**src/rtl/approx_pkg.sv**
```systemverilog
// Shared types and helpers for the approximate-adder error monitor.
package approx_pkg;

  typedef enum logic [1:0] {IDLE, RUN, DRAIN, DONE} state_t;

  localparam int DEF_W     = 8;
  localparam int DEF_CNT_W = 17;
  localparam int MAX_W     = 32;

  // Wide enough for any supported operand width; callers zero-extend and slice.
  function automatic logic [MAX_W:0] abs_diff(input logic [MAX_W:0] x,
                                              input logic [MAX_W:0] y);
    return (x >= y) ? (x - y) : (y - x);
  endfunction

endpackage

```
**src/rtl/approx_ref_adder.sv**
```systemverilog
// Exact reference sum and error distance for one (a, b, sum) triple.
module approx_ref_adder
  import approx_pkg::*;
#(
  parameter int W        = DEF_W,
  parameter int FULL_REF = 0
) (
  input  logic [W-1:0] a,
  input  logic [W-1:0] b,
  input  logic [W-1:0] sum,
  output logic [W:0]   ref_sum,
  output logic [W:0]   sum_ext,
  output logic [W:0]   ed
);

  logic [W:0]     full;
  logic [MAX_W:0] diff;
  logic           unused_hi;

  always_comb begin
    full    = {1'b0, a} + {1'b0, b};
    ref_sum = (FULL_REF != 0) ? full : {1'b0, full[W-1:0]};
    sum_ext = {1'b0, sum};
    // True magnitude of the difference, not a modular distance.
    diff    = abs_diff((MAX_W+1)'(ref_sum), (MAX_W+1)'(sum_ext));
    ed      = diff[W:0];
  end

  assign unused_hi = ^diff[MAX_W:W+1];

endmodule

```
**src/rtl/approx_err_monitor.sv**
```systemverilog
// Streaming error-metric collector for an approximate adder: 2-stage pipeline plus run FSM.
module approx_err_monitor
  import approx_pkg::*;
#(
  parameter int W        = DEF_W,
  parameter int CNT_W    = DEF_CNT_W,
  parameter int FULL_REF = 0
) (
  input  logic                 clk,
  input  logic                 rst,
  input  logic                 start,
  input  logic                 in_valid,
  output logic                 in_ready,
  input  logic [W-1:0]         in_a,
  input  logic [W-1:0]         in_b,
  input  logic [W-1:0]         in_sum,
  input  logic                 in_last,
  output logic                 busy,
  output logic                 done,
  output logic [CNT_W-1:0]     sample_cnt,
  output logic [CNT_W-1:0]     err_cnt,
  output logic [CNT_W+W:0]     ed_sum,
  output logic [W:0]           ed_max,
  output logic                 sat
);

  localparam int ES_W = CNT_W + W + 1;

  state_t          state;
  logic            accept;
  logic            clear;
  logic [W:0]      ref_c, sum_c, ed_c;
  logic [W:0]      ref_p1, sum_p1, ed_p1;
  logic            vld_p1;
  logic [CNT_W:0]  samp_nxt, err_nxt;
  logic [ES_W:0]   esum_nxt;

  // Returns {overflow_attempted, new_value}; clamps at all-ones.
  function automatic logic [CNT_W:0] cnt_inc(input logic [CNT_W-1:0] x, input logic en);
    if (!en)
      return {1'b0, x};
    if (&x)
      return {1'b1, x};
    return {1'b0, x + 1'b1};
  endfunction

  function automatic logic [ES_W:0] acc_add(input logic [ES_W-1:0] x, input logic [W:0] d);
    logic [ES_W:0] t;
    t = {1'b0, x} + (ES_W+1)'(d);
    if (t[ES_W])
      return {1'b1, {ES_W{1'b1}}};
    return t;
  endfunction

  assign accept = in_valid && in_ready;
  assign clear  = start && (state != DRAIN);

  approx_ref_adder #(.W(W), .FULL_REF(FULL_REF)) u_ref (
    .a       (in_a),
    .b       (in_b),
    .sum     (in_sum),
    .ref_sum (ref_c),
    .sum_ext (sum_c),
    .ed      (ed_c)
  );

  // Stage 1: reference, extended sum and error distance
  always_ff @(posedge clk) begin
    if (accept) begin
      ref_p1 <= ref_c;
      sum_p1 <= sum_c;
      ed_p1  <= ed_c;
    end
  end

  always_ff @(posedge clk or posedge rst) begin
    if (rst) begin
      state    <= IDLE;
      in_ready <= 1'b0;
      busy     <= 1'b0;
      done     <= 1'b0;
      vld_p1   <= 1'b0;
    end else begin
      // A start in the same cycle as a transfer drops that triple.
      vld_p1 <= accept && !start;
      case (state)
        IDLE: if (start) begin
          state    <= RUN;
          in_ready <= 1'b1;
          busy     <= 1'b1;
        end
        RUN: if (!start && accept && in_last) begin
          state    <= DRAIN;
          in_ready <= 1'b0;
        end
        DRAIN: if (!vld_p1) begin
          state <= DONE;
          busy  <= 1'b0;
          done  <= 1'b1;
        end
        DONE: if (start) begin
          state    <= RUN;
          in_ready <= 1'b1;
          busy     <= 1'b1;
          done     <= 1'b0;
        end
        default: state <= IDLE;
      endcase
    end
  end

  always_comb begin
    samp_nxt = cnt_inc(sample_cnt, 1'b1);
    err_nxt  = cnt_inc(err_cnt, ref_p1 != sum_p1);
    esum_nxt = acc_add(ed_sum, ed_p1);
  end

  // Stage 2: metric accumulation
  always_ff @(posedge clk or posedge rst) begin
    if (rst) begin
      sample_cnt <= '0;
      err_cnt    <= '0;
      ed_sum     <= '0;
      ed_max     <= '0;
      sat        <= 1'b0;
    end else if (clear) begin
      sample_cnt <= '0;
      err_cnt    <= '0;
      ed_sum     <= '0;
      ed_max     <= '0;
      sat        <= 1'b0;
    end else if (vld_p1) begin
      sample_cnt <= samp_nxt[CNT_W-1:0];
      err_cnt    <= err_nxt[CNT_W-1:0];
      ed_sum     <= esum_nxt[ES_W-1:0];
      ed_max     <= (ed_p1 > ed_max) ? ed_p1 : ed_max;
      sat        <= sat | samp_nxt[CNT_W] | err_nxt[CNT_W] | esum_nxt[ES_W];
    end
  end

endmodule

```
**config.mk**
```make
export PLATFORM = sky130hd
export DESIGN_NAME = approx_err_monitor
export DESIGN_NICKNAME = d
export VERILOG_FILES = /design/src/rtl/approx_pkg.sv /design/src/rtl/approx_ref_adder.sv /design/src/rtl/approx_err_monitor.sv
export SDC_FILE = /design/constraint.sdc
export NUM_CORES = 1
export LEC_CHECK = 0
export ABC_CLOCK_PERIOD_IN_PS = 5900
export CAP_MARGIN = 20
export CORE_MARGIN = 4
export CORE_UTILIZATION = 58
export DETAILED_ROUTE_END_ITERATION = 7
export HOLD_SLACK_MARGIN = 0.08
export MAX_ROUTING_LAYER = met4
export PLACE_DENSITY = 0.89
export SKIP_LAST_GASP = 1
export SLEW_MARGIN = 5
export SYNTH_ARGS = -nofsm -noshare
export SYNTH_HDL_FRONTEND = slang
export SYNTH_SLANG_ARGS = --single-unit
```
**constraint.sdc**
```tcl
create_clock -name clk -period 5.9 [get_ports clk]
set_input_delay 1.18 -clock clk [delete_from_list [all_inputs] [get_ports clk]]
set_output_delay 1.18 -clock clk [all_outputs]
set_load 0.05 [all_outputs]
```
==> flow_summary.ini <==
[logic_synthesis]
synth.area.mux_share_pct = 1.32
synth_top_area_share_pct = 30.8
synth_top_family_by_area = simple AND/OR/NAND/NOR gates
ys_seq_area_share_pct = 42.9
synth-compound-area-share_pct = 16.6
synth_edf_count = 25
yosysTopAreaCell = dfrtp_1
synthSimpleGateAreaFrac_pct = 17.3
synth_fa_ha_area_share_pct = 11.0
synth_cell_type_count = 54
synth-xor-area-share_pct = 6.66
netlist_instances = 650
syn_area_sq_um = 6180
synth_area_per_cell_sq_um = 9.51
syn-num-nets = 731
ys_seq_elements = 101
ys_warn_count = 0
synth_ff_type = dfrtp_1
ys_async_sr_fraction_pct = 75.2
ys_top_cells_by_area = dfrtp_1 (31%), edfxtp_1 (12%), ha_1 (9.7%)

[critical_path]
end_kind = flip-flop
path_max_fanout = 8
arrival_ns = 4.89
required_ns = 6.03
start_kind = primary input
path_class = primary input to flip-flop

[clocking]
cts_tree = done
clockBufferDepth = 2
cts_root_buffer = clkbuf_8
cts_made_buffers = 9
cts_hold_buf = 0
cts_resized = 0
insertion_delay_ns = 0.39
h-tree-depth = 3
clock_sinks = 101
cts_setup_buffers = 0
path_clk_slew_ns = 0.10

[finish]
areaGrowthSynthToFinish_pct = 21.9
fin_area_sq_um = 7530
final_common_cell = clkdlybuf4s50_1
drive_gt1_share_pct = 4.14
diodes = 0
fill_cells = 782
finish.net_count = 825
layoutNonFillerInstCount = 885
fin_util_pct = 72.7
layout_common_cells = clkdlybuf4s50_1 (101), dfrtp_1 (76), nor2_1 (61), ha_1 (48)
multiInputGateArea_sq_um = 3280
regArea_sq_um = 2650

[sta]
max_slew_margin_pct = 38.2
worst_pin_slew_ns = 0.927
min_period_over_period_pct = 80.7
setup_viol = 0
skew_ns = 0.0147
rsz0062_at_grt = no
worst_hold_slack_ns = 0.499
tns_ns = 0
slew_violations = 0
max_freq_mhz = 210
min_period_ns = 4.76
timing.final.ws_setup_ns = 1.14
finalHoldViolCount = 0

[die]
die_y_um = 111
dieArea_sq_um = 12400
io_pins = 102
core_sq_um = 10400
rows = 37
initial_core_util_pct = 59.6
die_w_um = 111

[min_path]
hp-class = flip-flop to flip-flop

[drt]
via_per_inst = 5.93
drtIter0Drc = 374
wl_um = 14300
drt-wirelength-per-cell_um = 16.1
drtPass1Iterations = 5
antenna_left = 0
detailroute.via_count = 5247
drc = 0

[placement]
numPlacedInstances = 869
place_ws_ns = 0.743
dp_hpwl_um = 10500
place.gp.congestion = 0.897
io_buffers = 101
placed_area_sq_um = 7310

[grt]
grt_usage_pct = 23.8
grt_antenna_before_repair = 0
overflow = 0
grt_pass1_vias = 5115
grt_max_degree = 49
grt_pass1_wl_um = 23800

[flow_run]
cap_violations = 0

[status]
status = finished, final reports clean

[pwr]
ir_worst_vdd_mv = 0.181
total_power_mw = 2.38
power_density_nw_per_um2 = 315
power.leakage_nw = 3.21
[logic make-up after synthesis]
| kind of cell | after synthesis |
|---|---|
| adder cells (fa/ha/maj) | 52 |
| flip-flops | 101 |
| buffers and inverters | 66 |
| multiplexers | 8 |
| XOR/XNOR | 47 |
| AND/OR/NAND/NOR | 215 |
| AO/OA/AOI/OAI | 161 |
[metal layers]
layer / routed length, um / up-vias / global-route usage, %
met1: 6350 / 2521 / 30.3
met5: 0 / - / -
li1: - / 2528 / -
met3: 715 / 23 / 3.38
met4: 233 / 0 / 8.76
met2: 6970 / 175 / 38.9
[Yosys cell counts, drive strengths merged (2+ instances only)]
cell and number:
xor2 27, nand4 8, o21bai 4, a21o 8
a211oi 8, a311oi 4, clkbuf 17, mux2i 7
nand2b 2, or3 10, nor2b 10, nor3b 2
nand3 28, a41oi 4, and2 6, a21boi 4
nor4 4, and3 18, dfrtp 76, fa 4
o31ai 12, o211ai 3, edfxtp 25, a21oi 42
nand2 40, or2 4, a31oi 15, and4 9
o21a 5, ha 48, buf 5, inv 44
xnor2 20, o21ai 39, nor2 61, nor3 12
[final timing paths]
path / from / endpoint / slack [ns] / cells after the start
worst max-delay path: in_b[1] / ed_p1[6]$_DFFE_PP_ / 1.14 / 15
worst min-delay path: ed_sum[23]$_DFFE_PP0P_ / ed_sum[23]$_DFFE_PP0P_ / 0.50 / 1
worst max register to register: sample_cnt[7]$_DFFE_PP0P_ / sample_cnt[9]$_DFFE_PP0P_ / 2.89 / 11
worst min register to register: ed_sum[23]$_DFFE_PP0P_ / ed_sum[23]$_DFFE_PP0P_ / 0.50 / 1
max in group asynchronous: rst / in_ready$_DFFE_PP0P_ / 3.66 / 3
min in group asynchronous: rst / ed_sum[16]$_DFFE_PP0P_ / 1.19 / 2
[registers in the layout, indices dropped and copies added (netlist names)]
| register | cells |
|---|---|
| ed_sum | 26 |
| state | 2 |
| ed_max | 9 |
| vld_p1 | 1 |
| ref_p1 | 8 |
| done | 1 |
| sum_p1 | 8 |
| busy | 1 |
| err_cnt | 17 |
| in_ready | 1 |
| sample_cnt | 17 |
| sat | 1 |
| ed_p1 | 9 |
[where the power goes]
part	switching (mW)	leakage (nW)	total, mW	internal (mW)
clock network	0.270	0.116	0.494	0.224
logic	0.604	1.82	0.970	0.366
registers	0.0833	1.27	0.912	0.829
total	0.957	3.21	2.38	1.42
[critical path, cell delays in order]
cell             delay, ns
clkdlybuf4s50_1       0.49
ha_1                  0.24
a21o_1                0.17
a21oi_1               0.23
o211ai_1              0.17
a21o_1                0.21
a21oi_1               0.24
xor2_1                0.29
ha_1                  0.36
nand4_1               0.12
o21bai_1              0.12
a21o_1                0.19
a31oi_2               0.47
mux2i_1               0.31
xor2_1                0.10
[area by class of cell]
cell class	count	area share (%)
Multi-Input combinational cell	483	43.5
Sequential cell	101	35.2
Clock inverter	4	0.498
Inverter	44	2.19
Timing Repair Buffer	105	13.8
Tap cell	136	2.26
Clock buffer	12	2.49
Note: power is estimated with default switching activity, not from simulation.
==> edit, RTL diff (config.mk and constraints unchanged) <==
Encoding of `state_t`: now one-hot (4 bits for 4 states).
--- a/src/rtl/approx_pkg.sv
+++ b/src/rtl/approx_pkg.sv
@@ -1,7 +1,7 @@
 // Shared types and helpers for the approximate-adder error monitor.
 package approx_pkg;
 
-  typedef enum logic [1:0] {IDLE, RUN, DRAIN, DONE} state_t;
+  typedef enum logic [3:0] {IDLE = 4'b0001, RUN = 4'b0010, DRAIN = 4'b0100, DONE = 4'b1000} state_t;
 
   localparam int DEF_W     = 8;
   localparam int DEF_CNT_W = 17;
Function: no difference found for any inputs over 4 cycles, from zero or initial values and one cycle with rst high; so few cycles prove little.
==> edit against the unedited design <==
Sequential cell count grew 2; synthesized cell count shrank 1.1%; synthesized area grew 1.5%; non-clock buffer count is the same; first-iteration DRC count shrank 1.6%; global-route usage grew 0.65 points; wire length grew 1.0%; worst setup slack gained 0.16 ns; largest power group is now sequential cells; total power shrank 1.0%; cell area grew 1.3%; sequential share of layout area grew 0.23 points; sequential power grew 2.3%.
==> edit: results (changes against the unedited design) <==
Yosys
  – Post-synth cell types: 62 (was 54)
  – Synth top area cells: dfrtp_1 31%, edfxtp_1 12%, ha_1 9.0% (was dfrtp_1 31%, edfxtp_1 12%, ha_1 9.7%)
  – Synth top cells by count: 77 x dfrtp_1, 62 x nor2_1, 45 x ha_1 (was 76 x dfrtp_1, 61 x nor2_1, 48 x ha_1)
  – Fraction of registers with async set or reset after synthesis: 75.7% (was 75.2%)
  – Mapped Cells: 643 (was 650)
  – Mapped Nets: 721 (was 731)

STA
  – Setup Skew: 0.0122 ns (was 0.0147 ns)
  – Hold Slack: 0.500 ns (was 0.499 ns)
  – Worst Tran Pin Value: 0.973 ns (was 0.927 ns)

Placement
  – Placer's final routability congestion estimate: 0.924 (was 0.897)
  – Pre-CTS setup slack: 0.914 ns (was 0.743 ns)
  – Placed insts: 857 (was 869)
  – DPL Wire Length: 10.7 mm (was 10.5 mm)
  – Placed cell area: 0.00736 sq mm (was 0.00731 sq mm)

Detailed routing
  – Detailed Route Iter0 Violations: 368 (was 374)
  – Met2 WL: 7.31 mm (was 6.97 mm)
  – Routed WL per cell: 16.5 um (was 16.1 um)
  – Via count: 5208 (was 5247)
  – M1 WL: 6.09 mm (was 6.35 mm)
  – Via-to-Cell Ratio: 5.95 (was 5.93)
  – WL met3: 676 um (was 715 um)

Worst setup path
  – Critical path arrival: 4.72 ns (was 4.89 ns)
  – Worst r2r dst: err_cnt[13] (was sample_cnt[9])
  – R2R depth: 10 (was 11)
  – R2R Path Start: err_cnt[8] (was sample_cnt[7])

Worst hold path
  – Worst Hold Endpoint: sat (was ed_sum[23])
  – Hold path startpoint: sat (was ed_sum[23])

Global routing
  – Met2 usage: 42.0% (was 38.9%)
  – GRT Resource Usage Total: 24.5% (was 23.8%)
  – M3 GR Usage: 3.04% (was 3.38%)
  – Largest net degree at the start of global routing: 54 (was 49)
  – First-pass GRT wire length: 24.9 mm (was 23.8 mm)
  – Vias in the first global route: 5269 (was 5115)
  – GR Util met1: 29.5% (was 30.3%)

Pwr
  – Leak: 0.00327 uW (was 0.00321 uW)
  – Max VDD drop: 155 uV (was 181 uV)

Layout
  – Fill cell count: 752 (was 782)
  – Final #Nets: 812 (was 825)
  – Share of layout cells above drive strength 1: 5.01% (was 4.14%)

Run status
  – Status: finished, final reports clean (unchanged)
## edit: critical path, cell delays in order
cell and delay [ns]:
clkdlybuf4s50_1 0.40, ha_1 0.22, fa_1 0.40, a21o_1 0.20, a21oi_1 0.20, o21ai_0 0.10, a21oi_1 0.17, xnor2_1 0.19
ha_1 0.37, a21o_1 0.22, o41a_1 0.41, a21o_1 0.31, mux2i_1 0.17, xor2_1 0.16
## edit: worst max-delay path by stage
stage | depth (start not counted) | slack (ns) | start | to
CTS | 14 | 1.31 | in_a[0] | ed_p1[5]
detailed placement | 14 | 0.91 | in_a[0] | ed_p1[5]
global placement | 14 | 0.97 | in_a[0] | ed_p1[5]
global route | 14 | 1.08 | in_a[0] | ed_p1[5]
finish | 14 | 1.30 | in_a[0] | ed_p1[5]
floorplan | 15 | 1.48 | in_a[0] | ed_p1[5]
## edit: area by class of cell
class | count | area [sq um] | share of cell area (%)
clock buffers | 11 | 153 | 2.00
flip-flops and latches | 103 | 2700 | 35.4
multi-input cells | 472 | 3300 | 43.2
inverters | 43 | 161 | 2.12
clock inverters | 5 | 86.3 | 1.13
repair buffers | 105 | 1060 | 13.9
well taps | 136 | 170 | 2.23
## edit: logic make-up (layout without fill, tap and decap cells)
logic type | count (synthesis) | in the layout | synth area share, %
DFF | 103 | 103 | 43.1
AOI/OAI and AO/OA | 144 | 144 | 15.0
muxes | 10 | 10 | 1.62
and+or+nand+nor | 216 | 216 | 18.3
buffers and inverters | 68 | 164 | 4.37
adders and majority gates | 49 | 49 | 10.3
xor gates and xnor gates | 53 | 53 | 7.40
## edit: power breakdown
group | total, uW | internal (uW) | switching [uW]
clock network | 524 | 269 | 255
registers | 933 | 837 | 96.4
logic | 894 | 358 | 537
